**config.mk**
```make
export PLATFORM = sky130hd
export DESIGN_NAME = shift_pipe
export DESIGN_NICKNAME = d
export VERILOG_FILES = /design/src/rtl/shift_pipe_pkg.sv /design/src/rtl/shift_pipe_stage.sv /design/src/rtl/shift_pipe.sv
export SDC_FILE = /design/constraint.sdc
export NUM_CORES = 1
export LEC_CHECK = 0
export ABC_CLOCK_PERIOD_IN_PS = 1900
export CELL_PAD_IN_SITES_DETAIL_PLACEMENT = 2
export CELL_PAD_IN_SITES_GLOBAL_PLACEMENT = 2
export CORE_MARGIN = 2
export CORE_UTILIZATION = 27
export DETAILED_ROUTE_END_ITERATION = 7
export GPL_ROUTABILITY_DRIVEN = 0
export PLACE_DENSITY = 0.73
export SLEW_MARGIN = 10
export SYNTH_ARGS = -nofsm -noshare
export SYNTH_HDL_FRONTEND = slang
export SYNTH_SLANG_ARGS = --single-unit
```
**constraint.sdc**
```tcl
create_clock -name clk -period 1.9 [get_ports clk]
set_clock_uncertainty 0.15 [all_clocks]
set_input_delay 0.57 -clock clk [delete_from_list [all_inputs] [get_ports clk]]
set_output_delay 0.57 -clock clk [all_outputs]
set_load 0.05 [all_outputs]
```
**src/rtl/shift_pipe_pkg.sv**
```systemverilog
// shift_pipe_pkg: shared definitions for the shift_pipe delay line.
//   DEF_WIDTH / DEF_DEPTH : default data width and stage count
//   stage_t               : one stage's contents (valid + data) at the default width
//   occ_width()           : bit width of the occupancy count for a given depth
package shift_pipe_pkg;

  localparam int DEF_WIDTH = 32'sd8;
  localparam int DEF_DEPTH = 32'sd4;

  typedef struct packed {
    logic                 valid;
    logic [DEF_WIDTH-1:0] data;
  } stage_t;

  // Occupancy must represent 0..depth inclusive, hence depth+1 codes.
  function automatic int occ_width(input int depth);
    return $clog2(depth + 32'sd1);
  endfunction

endpackage

```
**src/rtl/shift_pipe_stage.sv**
```systemverilog
// shift_pipe_stage: one register stage of the shift_pipe delay line.
// Ports:
//   clk      : clock, all updates on posedge
//   rst      : synchronous active-high reset, clears data and valid
//   flush    : clears valid only, data is kept
//   en       : load in_data/in_valid; otherwise hold
//   in_data  : data from the neighbouring stage (or din)
//   in_valid : valid from the neighbouring stage (or din_valid)
//   data     : registered stage data
//   valid    : registered stage valid
module shift_pipe_stage
  import shift_pipe_pkg::*;
#(
  parameter int WIDTH = DEF_WIDTH
) (
  input  logic             clk,
  input  logic             rst,
  input  logic             flush,
  input  logic             en,
  input  logic [WIDTH-1:0] in_data,
  input  logic             in_valid,
  output logic [WIDTH-1:0] data,
  output logic             valid
);

  // Stage register: rst > flush > en > hold.
  always_ff @(posedge clk) begin
    if (rst) begin
      data  <= {WIDTH{1'b0}};
      valid <= 1'b0;
    end else if (flush) begin
      valid <= 1'b0;
    end else if (en) begin
      data  <= in_data;
      valid <= in_valid;
    end
  end

endmodule

```
**src/rtl/shift_pipe.sv**
```systemverilog
// shift_pipe: WIDTH-bit, DEPTH-stage delay line with per-stage valid bits,
// stall (en=0), flush (drop valids, keep data) and a runtime tap.
// Optional feature macro: SHIFT_PIPE_BIDIR_EN adds a dir input; dir=1 shifts
// from stage DEPTH-1 toward stage 0 with din entering at stage DEPTH-1.
// Ports:
//   clk, rst          : clock and synchronous active-high reset
//   en                : shift enable (0 = hold every stage)
//   din, din_valid    : sample entering the line
//   flush             : clear all valid bits without touching data
//   tap_sel           : stage index shown on tap_out/tap_valid
//   dir               : (SHIFT_PIPE_BIDIR_EN only) 0 forward, 1 reverse
//   dout, dout_valid  : stage DEPTH-1 contents
//   tap_out, tap_valid: stage tap_sel contents, zero when tap_sel >= DEPTH
//   occupancy         : number of valid stages (0..DEPTH)
module shift_pipe
  import shift_pipe_pkg::*;
#(
  parameter  int WIDTH = DEF_WIDTH,
  parameter  int DEPTH = DEF_DEPTH,
  localparam int TAPW  = $clog2(DEPTH),
  localparam int OCCW  = occ_width(DEPTH)
) (
  input  logic             clk,
  input  logic             rst,
  input  logic             en,
  input  logic [WIDTH-1:0] din,
  input  logic             din_valid,
  input  logic             flush,
  input  logic [TAPW-1:0]  tap_sel,
`ifdef SHIFT_PIPE_BIDIR_EN
  input  logic             dir,
`endif
  output logic [WIDTH-1:0] dout,
  output logic             dout_valid,
  output logic [WIDTH-1:0] tap_out,
  output logic             tap_valid,
  output logic [OCCW-1:0]  occupancy
);

  logic [WIDTH-1:0] data_r [DEPTH];
  logic [DEPTH-1:0] valid_r;

  for (genvar i = 0; i < DEPTH; i++) begin : g_stage
    logic [WIDTH-1:0] fwd_data_s;
    logic             fwd_valid_s;
    logic [WIDTH-1:0] in_data_s;
    logic             in_valid_s;

    // Forward source: din feeds stage 0, every other stage takes its predecessor.
    if (i == 0) begin : g_fwd_head
      assign fwd_data_s  = din;
      assign fwd_valid_s = din_valid;
    end else begin : g_fwd_body
      assign fwd_data_s  = data_r[i-1];
      assign fwd_valid_s = valid_r[i-1];
    end

`ifdef SHIFT_PIPE_BIDIR_EN
    logic [WIDTH-1:0] rev_data_s;
    logic             rev_valid_s;

    // Reverse source: din feeds the last stage, every other stage takes its successor.
    if (i == DEPTH - 1) begin : g_rev_head
      assign rev_data_s  = din;
      assign rev_valid_s = din_valid;
    end else begin : g_rev_body
      assign rev_data_s  = data_r[i+1];
      assign rev_valid_s = valid_r[i+1];
    end

    // Direction mux for this stage's load value.
    always_comb begin
      in_data_s  = fwd_data_s;
      in_valid_s = fwd_valid_s;
      if (dir) begin
        in_data_s  = rev_data_s;
        in_valid_s = rev_valid_s;
      end else begin
        in_data_s  = fwd_data_s;
        in_valid_s = fwd_valid_s;
      end
    end
`else
    assign in_data_s  = fwd_data_s;
    assign in_valid_s = fwd_valid_s;
`endif

    shift_pipe_stage #(.WIDTH(WIDTH)) u_stage (
      .clk      (clk),
      .rst      (rst),
      .flush    (flush),
      .en       (en),
      .in_data  (in_data_s),
      .in_valid (in_valid_s),
      .data     (data_r[i]),
      .valid    (valid_r[i])
    );
  end

  assign dout       = data_r[DEPTH-1];
  assign dout_valid = valid_r[DEPTH-1];

  // Tap mux; indices past the last stage read as an empty stage.
  always_comb begin
    tap_out   = {WIDTH{1'b0}};
    tap_valid = 1'b0;
    if (int'(tap_sel) < DEPTH) begin
      tap_out   = data_r[tap_sel];
      tap_valid = valid_r[tap_sel];
    end else begin
      tap_out   = {WIDTH{1'b0}};
      tap_valid = 1'b0;
    end
  end

  // Popcount of the stage valid bits.
  always_comb begin
    occupancy = {OCCW{1'b0}};
    for (int i = 0; i < DEPTH; i++) begin
      occupancy = occupancy + {{(OCCW-1){1'b0}}, valid_r[i]};
    end
  end

endmodule
```
==> results.sh, run 1 <==
export IMPL_startpoint_type="flip-flop"
export IMPL_cts_root_buf="clkbuf_8"
export IMPL_power_density_mw_per_mm2=733
export IMPL_use_met1_pct=17.6
export IMPL_postPlaceCellArea_mm2=0.00230
export IMPL_die_area_mm2=0.00669
export IMPL_nNetsFinal=239
export IMPL_stdcell_count=297
export IMPL_pre_cts_slack_ps=-799
export IMPL_top_usage_layer="met2"
export IMPL_cts_tree="done"
export IMPL_grt_overflow=0
export IMPL_min_path_type="flip-flop to flip-flop"
export IMPL_synth_area_leaders="dfxtp_1, nand2_1, mux4_2"
export IMPL_cp_max_fo=2
export IMPL_antenna_found_initial=0
export IMPL_rsz0062_at_grt="true"
export IMPL_maxCapViolations=0
export IMPL_fillCellCount=609
export IMPL_clk_pin_slew_worst_paths_ps=80
export IMPL_clkPwrFrac_pct=47.8
export IMPL_switchingPower_uw=395
export IMPL_finalSetupViolCount=12
export IMPL_hold_viol_final=0
export IMPL_drv_slew=0
export IMPL_fmax_mhz=396
export IMPL_yosysUniqueCellTypes=16
export IMPL_route_vias_total=1409
export IMPL_critPathMaxStageDelay_ps=550
export IMPL_yosys_register_bits=36
export IMPL_synth_fp_nets=191
export IMPL_routedWlPerCell_um=15.9
export IMPL_irDropWorstVdd_mv=0.245
export IMPL_syn_instance_count=173
export IMPL_post_cts_buffers=0
export IMPL_timing_final_ws_setup_ps=-625
export IMPL_syn_to_final_growth_pct=55.6
export IMPL_hpwl_um=3340
export IMPL_critPathArrivalTime_ps=1810
export IMPL_fp_coreArea_mm2=0.00589
export IMPL_chipHeight_um=81.8
export IMPL_holdWs_ps=320
export IMPL_synth_top_cell_area_share_pct=44.1
export IMPL_io_buffers=35
export IMPL_initial_core_util_pct=27.7
export IMPL_p_int_uw=1470
export IMPL_utilization_pct=43.2
export IMPL_cp_slowest_cell="fa_1"
export IMPL_fin_crit_sh_pct=133
export IMPL_cts_buffers=5
export IMPL_fin_area_mm2=0.00254
export IMPL_htreeDepth=2
export IMPL_die_width_um=81.8
export IMPL_clock_latency_ps=290
export IMPL_tightest_slew_ps=220
export IMPL_cp_num_buf_inv=3
export IMPL_timing_slew_headroom_pct=85.3
export IMPL_max_clock_path_buffers=2
export IMPL_drive_gt1_share_pct=39.2
export IMPL_grt_pass1_wl_um=7730
export IMPL_end_kind="output port"
export IMPL_grtUsageMet2_pct=29.3
export IMPL_setup_worst_path_class="flip-flop to output port"
export IMPL_ys_seq_area_share_pct=44.1
export IMPL_numClockSinks=36
export IMPL_p_leak_uw=0.000920
export IMPL_dp_cells=288
export IMPL_wirelength_um=4730
export IMPL_combPwrFrac_pct=10.6
export IMPL_avgSynthCellArea_um2=9.44
export IMPL_p_sw_share_pct=21.2
export IMPL_status="finished with violations"
export IMPL_grt_pass1_vias=1542
export IMPL_grt_use_total_pct=15.9
export IMPL_min_period_ps=2530
export IMPL_seq_power_share_pct=41.6
export IMPL_drc=0
export IMPL_detail_route_iter0_violations=43
export IMPL_failed_checks="negative setup slack"
export IMPL_path_delay_family="adder cells"
export IMPL_rows=28
export IMPL_ant_nets=0
export IMPL_synthesis_area_mm2=0.00163
export IMPL_via_per_inst=4.74
export IMPL_grt_max_degree=37
export IMPL_postCtsHoldBufs=0
export IMPL_yosysWarnings=0
export IMPL_io_pins=36
export IMPL_cp_required_ps=1180
export IMPL_met3_usage_pct=3.63
export IMPL_synth_top_area_cell="dfxtp_1"
export IMPL_n_antenna_cell=0
export IMPL_firstDrtPassIters=4
export IMPL_path_cells="inv_2, fa_1, inv_2, ha_4, ha_4, buf_12"
[registers in the layout, summed over array words and instances (netlist names)]
| name | count |
|---|---|
| g_stage.u_stage.valid | 4 |
| g_stage.u_stage.data | 32 |
[cells by family after synthesis]
group,synth area share [%]
AND/OR/NAND/NOR,16.9
adder cells (fa/ha/maj),2.76
flip-flops,44.1
buffers and inverters,7.13
AO/OA/AOI/OAI,14.2
multiplexers,14.9
[layout by cell type, fill, tap and decap left out, drive strengths merged]
cell type / count
fa: 1
a21oi: 32
nand2: 64
mux2i: 4
dfxtp: 36
and2b: 1
nand2b: 1
mux4: 9
nor3: 4
bufinv: 2
ha: 2
clkbuf: 6
buf: 43
inv: 5
clkdlybuf4s50: 12
[metal layers]
metal / routed length [um] / vias to the layer above
li1: - / 670
met1: 1910 / 707
met4: 84 / 0
met2: 2620 / 25
met5: 0 / -
met3: 125 / 7
[metrics by stage]
step | power (uW) | setup TNS, ps
after global placement | 970 | -7360
after CTS | 1890 | -4190
after global routing | 1940 | -4390
after detailed placement | 977 | -8400
after floorplan | 905 | -2050
final | 1860 | -4010
[synth_stat cells]
cell type	count
buf_6	4
nor3_1	4
inv_1	5
nand2b_2	1
a21oi_2	19
mux4_2	9
dfxtp_1	36
clkbuf_1	2
nand2_1	64
and2b_1	1
buf_2	6
mux2i_1	4
fa_1	1
a21oi_1	13
buf_4	2
ha_1	2
[final timing paths]
check                          endpoint                        from  cells after the start  slack, ps
min reg2reg  g_stage[3].u_stage.data[2]  g_stage[2].u_stage.data[2]                      2        320
max                        occupancy[1]    g_stage[1].u_stage.valid                      6       -630
max reg2reg    g_stage[1].u_stage.valid    g_stage[1].u_stage.valid                      3        960
min          g_stage[3].u_stage.data[2]  g_stage[2].u_stage.data[2]                      2        320
[repair_timing]
action                     4_1_cts  5_1_grt
gates resized for setup         30        0
setup endpoints to repair       12       12
gates cloned                     1        0
[tightest hold or removal path, cell delays in order (launching register included)]
cell,delay (ps)
dfxtp_1,320
nand2_1,70
a21oi_2,40
[power groups by stage]
stage | Sequential (uW) | Combinational (uW) | Clock (uW)
after floorplan | 790 | 115 | 0
after global placement | 792 | 179 | 0
after detailed placement | 792 | 184 | 0
after CTS | 775 | 201 | 918
after global routing | 777 | 212 | 953
final | 775 | 197 | 890
[layout make-up]
class	instances	area, um^2	area share (%)
clock buffer	6	93.8	3.69
multi-input combinational	118	821	32.3
inverter	5	18.8	0.739
clock inverter	2	60.1	2.36
timing repair buffer	55	727	28.6
sequential	36	726	28.6
tap	75	93.8	3.69
Note: power is estimated with default switching activity, not from simulation.
==> run 2: changes to the inputs <==
--- a/config.mk
+++ b/config.mk
@@ -5,7 +5,6 @@
 export SDC_FILE = /design/constraint.sdc
 export NUM_CORES = 1
 export LEC_CHECK = 0
-export ABC_CLOCK_PERIOD_IN_PS = 1900
 export CELL_PAD_IN_SITES_DETAIL_PLACEMENT = 2
 export CELL_PAD_IN_SITES_GLOBAL_PLACEMENT = 2
 export CORE_MARGIN = 2
==> results of run 2 <==
Same layout as run 1: the final DEF is identical, and so are final timing and power.
==> run 3: changes to the inputs <==
--- a/config.mk
+++ b/config.mk
@@ -10,7 +10,6 @@
 export CORE_MARGIN = 2
 export CORE_UTILIZATION = 27
 export DETAILED_ROUTE_END_ITERATION = 7
-export GPL_ROUTABILITY_DRIVEN = 0
 export PLACE_DENSITY = 0.73
 export SLEW_MARGIN = 10
 export SYNTH_ARGS = -nofsm -noshare
==> results of run 3 <==
Same layout as run 1: the final DEF is identical, and so are final timing and power.
